**src/rtl/regfile_dump_ctrl_if.sv**
```systemverilog
// Valid/ready stream carrying register-file words out of regfile_dump_ctrl.
// The master drives the word; the slave returns ready.
interface regfile_dump_ctrl_if;
  logic        dump_valid;
  logic        dump_ready;
  logic [4:0]  dump_idx;
  logic [31:0] dump_data;

  modport master (output dump_valid, output dump_idx, output dump_data, input dump_ready);
  modport slave  (input dump_valid, input dump_idx, input dump_data, output dump_ready);
endinterface

```
**src/rtl/regfile_dump_ctrl.sv**
```systemverilog
// Post-run register-file readout: waits for END_PC, freezes the core and streams
// registers FIRST_REG..LAST_REG over a valid/ready link; a watchdog flags hangs.
module regfile_dump_ctrl #(
  parameter logic [31:0] END_PC         = 32'h48,
  parameter logic [4:0]  FIRST_REG      = 5'd0,
  parameter logic [4:0]  LAST_REG       = 5'd31,
  parameter int unsigned TIMEOUT_CYCLES = 1024
) (
  input  logic                 clk,
  input  logic                 rst,
  input  logic [31:0]          pc_current,
  output logic [4:0]           ra3,
  input  logic [31:0]          rd3,
  output logic                 cpu_hold,
  regfile_dump_ctrl_if.master  dump,
  output logic                 done,
  output logic                 timeout
);

  localparam int unsigned CW = $clog2(TIMEOUT_CYCLES) + 1;

  typedef enum logic [2:0] {WAIT_END, READ, SEND, FINISH, TIMEOUT} state_t;

  state_t        state_q, state_d;
  logic [CW-1:0] cnt_q, cnt_d;
  logic [4:0]    ra3_q, ra3_d;
  logic          valid_q, valid_d;
  logic [4:0]    idx_q, idx_d;
  logic [31:0]   data_q, data_d;
  logic          done_q, done_d;
  logic          to_q, to_d;
  logic          hold_q, hold_d;

  always_ff @(posedge clk) begin
    if (!rst) begin
      state_q <= WAIT_END;
      cnt_q   <= '0;
      ra3_q   <= FIRST_REG;
      valid_q <= 1'b0;
      idx_q   <= '0;
      data_q  <= '0;
      done_q  <= 1'b0;
      to_q    <= 1'b0;
      hold_q  <= 1'b0;
    end else begin
      state_q <= state_d;
      cnt_q   <= cnt_d;
      ra3_q   <= ra3_d;
      valid_q <= valid_d;
      idx_q   <= idx_d;
      data_q  <= data_d;
      done_q  <= done_d;
      to_q    <= to_d;
      hold_q  <= hold_d;
    end
  end

  always_comb begin
    state_d = state_q;
    cnt_d   = cnt_q;
    ra3_d   = ra3_q;
    valid_d = valid_q;
    idx_d   = idx_q;
    data_d  = data_q;
    done_d  = done_q;
    to_d    = to_q;
    hold_d  = hold_q;
    case (state_q)
      WAIT_END: begin
        if (cnt_q != '1) cnt_d = cnt_q + CW'(1);
        // PC match takes priority over an expiring watchdog in the same cycle.
        if (pc_current == END_PC) begin
          state_d = READ;
          hold_d  = 1'b1;
        end else if (cnt_q == CW'(TIMEOUT_CYCLES - 1)) begin
          state_d = TIMEOUT;
          to_d    = 1'b1;
          done_d  = 1'b1;
          hold_d  = 1'b1;
        end
      end
      READ: begin
        data_d  = rd3;
        idx_d   = ra3_q;
        valid_d = 1'b1;
        state_d = SEND;
      end
      SEND: begin
        if (valid_q && dump.dump_ready) begin
          valid_d = 1'b0;
          if (ra3_q == LAST_REG) begin
            state_d = FINISH;
          end else begin
            ra3_d   = ra3_q + 5'd1;
            state_d = READ;
          end
        end
      end
      FINISH: begin
        done_d  = 1'b1;
        hold_d  = 1'b1;
        valid_d = 1'b0;
      end
      TIMEOUT: begin
        done_d  = 1'b1;
        to_d    = 1'b1;
        hold_d  = 1'b1;
        valid_d = 1'b0;
      end
      default: state_d = WAIT_END;
    endcase
  end

  assign ra3            = ra3_q;
  assign cpu_hold       = hold_q;
  assign dump.dump_valid = valid_q;
  assign dump.dump_idx   = idx_q;
  assign dump.dump_data  = data_q;
  assign done           = done_q;
  assign timeout        = to_q;

endmodule

```
**src/flat_wrapper.sv**
```systemverilog
// flat-port wrapper written by rule: the top's interface ports become plain ports
module regfile_dump_ctrl_flat 
#(
  parameter logic [31:0] END_PC         = 32'h48,
  parameter logic [4:0]  FIRST_REG      = 5'd0,
  parameter logic [4:0]  LAST_REG       = 5'd31,
  parameter int unsigned TIMEOUT_CYCLES = 1024
)
  (clk, rst, pc_current, ra3, rd3, cpu_hold, done, timeout, dump_dump_valid, dump_dump_idx, dump_dump_data, dump_dump_ready);
  regfile_dump_ctrl_if dump_i ();
  input  logic clk;
  input  logic rst;
  input  logic [31:0] pc_current;
  output logic [4:0] ra3;
  input  logic [31:0] rd3;
  output logic cpu_hold;
  output logic done;
  output logic timeout;
  output wire logic [$bits(dump_i.dump_valid)-1:0] dump_dump_valid;
  output wire logic [$bits(dump_i.dump_idx)-1:0] dump_dump_idx;
  output wire logic [$bits(dump_i.dump_data)-1:0] dump_dump_data;
  input wire logic [$bits(dump_i.dump_ready)-1:0] dump_dump_ready;
  assign dump_dump_valid = dump_i.dump_valid;
  assign dump_dump_idx = dump_i.dump_idx;
  assign dump_dump_data = dump_i.dump_data;
  assign dump_i.dump_ready = dump_dump_ready;
  regfile_dump_ctrl #(.END_PC(END_PC), .FIRST_REG(FIRST_REG), .LAST_REG(LAST_REG), .TIMEOUT_CYCLES(TIMEOUT_CYCLES)) u_core (.clk(clk), .rst(rst), .pc_current(pc_current), .ra3(ra3), .rd3(rd3), .cpu_hold(cpu_hold), .dump(dump_i), .done(done), .timeout(timeout));
endmodule
```
**config.mk**
```make
export PLATFORM = sky130hd
export DESIGN_NAME = regfile_dump_ctrl_flat
export DESIGN_NICKNAME = d
export VERILOG_FILES = /design/src/rtl/regfile_dump_ctrl_if.sv /design/src/rtl/regfile_dump_ctrl.sv /design/src/flat_wrapper.sv
export SDC_FILE = /design/constraint.sdc
export NUM_CORES = 1
export LEC_CHECK = 0
export BUFFER_PORTS_ARGS = -buffer_cell sky130_fd_sc_hd__clkbuf_2
export CAP_MARGIN = 5
export CORE_UTILIZATION = 25
export CTS_CLUSTER_SIZE = 40
export DETAILED_ROUTE_END_ITERATION = 10
export GPL_ROUTABILITY_DRIVEN = 0
export GPL_TIMING_DRIVEN = 0
export PLACE_DENSITY_LB_ADDON = 0.05
export SETUP_SLACK_MARGIN = 0.05
export SLEW_MARGIN = 20
export SYNTH_ARGS = -nofsm -noshare
export SYNTH_HDL_FRONTEND = slang
export SYNTH_SLANG_ARGS = --single-unit
export TNS_END_PERCENT = 5
```
**constraint.sdc**
```tcl
create_clock -name clk -period 1.9 [get_ports clk]
set_input_delay 0.285 -clock clk [delete_from_list [all_inputs] [get_ports clk]]
set_output_delay 0.285 -clock clk [all_outputs]
set_load 0.005 [all_outputs]
```
== After elaboration in Yosys (flattened, before gate mapping) ==
Index checks and enable logic that the tools add are counted.
Storage, ports and cells
  input bits: 67
  output and inout bits: 46
  register bits: 60
Operators by class
  reductions and logical operators: 13
  bitwise logic cells: 2
  equal/unequal tests: 12
  multiplexer cells: 13
  add/sub/neg operators: 2
Operators with widths (count)
  equality test 32 x 7 -> 1 bit, second input constant: 1
  case mux 3 bit (4 select lines): 1
  AND reduction 3 bit: 4
  adder 11 x 1 -> 11 bit, second input constant: 1
  equality test 11 x 10 -> 1 bit, second input constant: 1
  != test 11 bit, second input constant: 1
  two-way mux 3 bit: 3
  equality test 3 x 2 -> 1 bit, second input constant: 2
  case mux 1 bit (2 select lines): 3
  AND reduction 2 bit: 3
  adder 5 x 1 -> 5 bit, second input constant: 1
  equality test 5 bit, second input constant: 1
  two-way mux 1 bit: 4
  != test 2 x 1 -> 1 bit, second input constant: 2
  nonzero test 2 bit: 2
  equality test 3 x 1 -> 1 bit, second input constant: 1
  equality test 3 bit, second input constant: 1
  logical NOT 3 bit: 1
  != test 3 x 1 -> 1 bit, second input constant: 1
  case mux 1 bit (3 select lines): 1
  nonzero test 3 bit: 1
  two-way mux 2 bit: 1
  != test 2 bit, second input constant: 1
  NOT 1 bit: 2
  other kinds (2): 2

== Longest topological paths before layout ==
  depth after elaboration: 4
  mapped depth: 8

== Least setup slack after synthesis ==
Ideal clock, no wire load.
  path kind: register -> register
  start: reg u_core.ra3_q[0], in the netlist u_core.ra3[0]
  end: reg u_core.ra3_q[3], in the netlist u_core.ra3[3]
  period minus slack after synthesis: 1819 ps
  arrival time: 1691 ps
  path buffers: 0
  setup slack: 81 ps
  cell stages (with the launch flop): 9
  required time: 1772 ps
  cells stage by stage: dfxtp_1 > ha_1 > and3_1 > ha_1 > nand3b_1 > nor3b_4 > nand4_1 > xor2_1 > nor2_1
Between the ends
  cells in the longest elaborated chain, start to end: 3
  elaborated cells between the ends (all ways): 4
RTL lines
  start: declaration: line regfile_dump_ctrl.sv:26  | logic [4:0] ra3_q, ra3_d;
  start signal: assignment: line regfile_dump_ctrl.sv:48  | ra3_q <= ra3_d;
  parallel branches: the longest is 3 deep, another holds adder 5 x 1 -> 5 bit
Parallel ways; which one is timed is not known.
A chain may end at the register's enable or synchronous reset.

== Final worst setup path ==
  start: reg u_core.ra3_q[1], in the netlist u_core.ra3[1]
  end: reg u_core.ra3_q[4], in the netlist u_core.ra3[4]
The elaborated chain is that of the path after synthesis.

==> impl_metrics.yaml <==
worst_setup_path:
  endpoint_kind: "flip-flop"
  worstPathArrival_ns: 2.01
  cp.required_ns: 2.12
  path_max_fanout: 3
  worstSetupPathType: "flip-flop to flip-flop"
  cp-start-kind: "flip-flop"
placement:
  port_buffers: 112
  place_hpwl_mm: 4.834
floorplanning:
  core_area_sq_um: 9415
  dieHeight_microns: 101.6
  num_io_pins: 113
  dieWidth_microns: 101.6
  row_count: 35
  die_area_sq_um: 10320
  start_util_pct: 26.33
detailed_routing:
  first_iter_violations: 53
  wl_per_cell_microns: 11.90
  drtAntennaViolNets: 0
  first_pass_iters: 4
  num_vias: 2439
  post-route-drc-count: 0
  vias_per_cell: 4.340
  wirelength_mm: 6.690
synth:
  synth_area_leaders: "dfxtp_1 48%, nand2_1 13%, a21oi_1 8.7%"
  yosysSeqAreaShare_pct: 48.46
  yosysWarnings: 0
  post_synth_num_cell_types: 39
  synthCells: 299
  ys_async_sr_fraction_pct: 0
  synth_edf_count: 0
  yosysMostFrequentCell: "nand2_1"
  synth_area_sq_um: 2479
  avgSynthCellArea_sq_um: 8.290
  synth_nets: 369
  synth_top_cells_by_count: "86 x nand2_1, 60 x dfxtp_1, 43 x a21oi_1, 17 x nor2_1, 9 x buf_2"
  yosysTopAreaCell: "dfxtp_1"
  ys_seq_elements: 60
  synth-main-ff-cell: "dfxtp_1"
  synth_top_area_share_pct: 48.46
sta:
  rsz0062_at_grt: "yes"
  fin_crit_ns: 1.797
  period_share_pct: 94.56
  fin_worst_skew_ns: 0.01041
  drv_slew: 0
  hold_ws_ns: 0.1592
  tightest_slew_ns: 0.4779
  hold_viol_final: 0
  max_slew_margin_pct: 68.04
  max_freq_mhz: 556.6
  finalSetupViolations: 0
  fin_setup_tns_ns: 0
power:
  fin_total_pwr_mw: 2.617
  power_leakage_nw: 1.428
  vdd_ir_drop_max_uv: 247.1
  pwr_density_cell_nw_per_um2: 753.2
min_path:
  hold_path.class: "input pin to flip-flop"
clocking:
  cts_sinks: 60
  cts_buffers: 9
  h-tree-depth: 3
  cts_hold_buf: 0
  clkSlewWorstSetupHoldPaths_ns: 0.08
  cts_max_path_buffers: 2
  cts_tree: "yes"
  cts_root_buffer: "clkbuf_8"
  clock_latency_ns: 0.34
global_routing:
  grt_pass1_vias: 2247
  grt_pass1_wl_mm: 10.65
  grt_usage_pct: 13.52
  antenna_found_initial: 0
  grt_overflow_total: 0
  grt_max_degree: 12
final_layout:
  drive_above_1_share_pct: 36.26
  areaGrowthSynthToFinish_pct: 40.18
  utilization_pct: 36.90
  nFillCells: 1032
  diodes: 0
  fin_nets: 498
job:
  maxCapViolCount: 0
status:
  status: "completed"
==> registers in the layout, indices dropped and copies added (netlist names) <==
signal,flops
u_core.dump.dump_data,32
u_core.cnt_q,11
u_core.dump.dump_idx,5
u_core.ra3,5
u_core.state_q,3
u_core.cpu_hold,1
u_core.done,1
u_core.dump.dump_valid,1
u_core.timeout,1
==> layout make-up <==
cell class	count	area, sq um	share of cell area (%)
flip-flops and latches	60	1209	34.79
plain buffers	16	78.83	2.269
clock buffers	11	151.4	4.357
clock inverters	5	36.28	1.044
multi-input cells	218	1210	34.82
repair buffers	118	609.3	17.54
well taps	129	161.4	4.645
inverters	5	18.77	0.5402
==> worst max-delay path, cell delays in order, from the launching register on <==
cell and delay, ns:
dfxtp_4 0.36, ha_4 0.16, and3_4 0.18, ha_4 0.14, nand3b_1 0.20, nor3b_4 0.26, buf_6 0.15, mux2i_1 0.17
nor2_1 0.05
==> logic make-up after synthesis <==
group	after synthesis	synth area share, %
fa+ha+maj	3	1.515
compound gates	62	14.49
flops	60	48.46
xor+xnor	10	3.533
buf+inv	21	3.937
mux	2	0.8077
simple gates	141	27.26
==> stage by stage <==
step / instance area (sq um) / cells / setup WS (ns)
global route: 3475 / 562 / 0.02578
floorplan: 2479 / 299 / 0.08138
CTS: 3445 / 561 / 0.05359
finish: 3475 / 562 / 0.1034
detailed placement: 3201 / 540 / -0.08087
global placement: 3201 / 540 / -0.09880
==> placed cells by master, fill, tap and decap left out, types with 6 or more instances in the layout <==
cell type | netlist | final
buf_2 | 9 | 9
dfxtp_1 | 60 | 58
nand2_1 | 86 | 86
nor2_1 | 17 | 17
o21ai_0 | 7 | 7
clkbuf_8 | 0 | 11
a21oi_1 | 43 | 43
nor4_1 | 6 | 6
clkbuf_2 | 0 | 112
==> path summary, 6_finish.rpt <==
kind | from | end | slack (ns) | cells past startpoint
min reg2reg | u_core.dump.dump_data[9]$_SDFFE_PN0P_ | u_core.dump.dump_data[9]$_SDFFE_PN0P_ | 0.46 | 2
max reg2reg | u_core.ra3[1]$_SDFFE_PN0P_ | u_core.ra3[4]$_SDFFE_PN0P_ | 0.10 | 8
max | u_core.ra3[1]$_SDFFE_PN0P_ | u_core.ra3[4]$_SDFFE_PN0P_ | 0.10 | 8
min | rd3[8] | u_core.dump.dump_data[8]$_SDFFE_PN0P_ | 0.16 | 3
==> power breakdown <==
group	total, mW	switching, mW	leakage, nW	internal, mW
Combinational	0.230	0.113	0.855	0.118
Clock	1.07	0.529	0.0876	0.543
Sequential	1.31	0.0271	0.486	1.29
Total	2.62	0.669	1.43	1.95
==> per-layer routing <==
metal	up-vias	track usage, %	routed length, microns
met5	-	0	0
met4	0	6.020	96
met3	10	3.658	365
met2	60	22.30	3090
met1	1094	16.46	3138
li1	1275	-	-
==> repair_timing <==
action | in CTS | in global routing
pin swaps | 3 | 4
setup buffers | 5 | 1
endpoints found under the setup margin | 5 | 5
resized for setup | 7 | 3
Note: power is estimated with default switching activity, not from simulation.
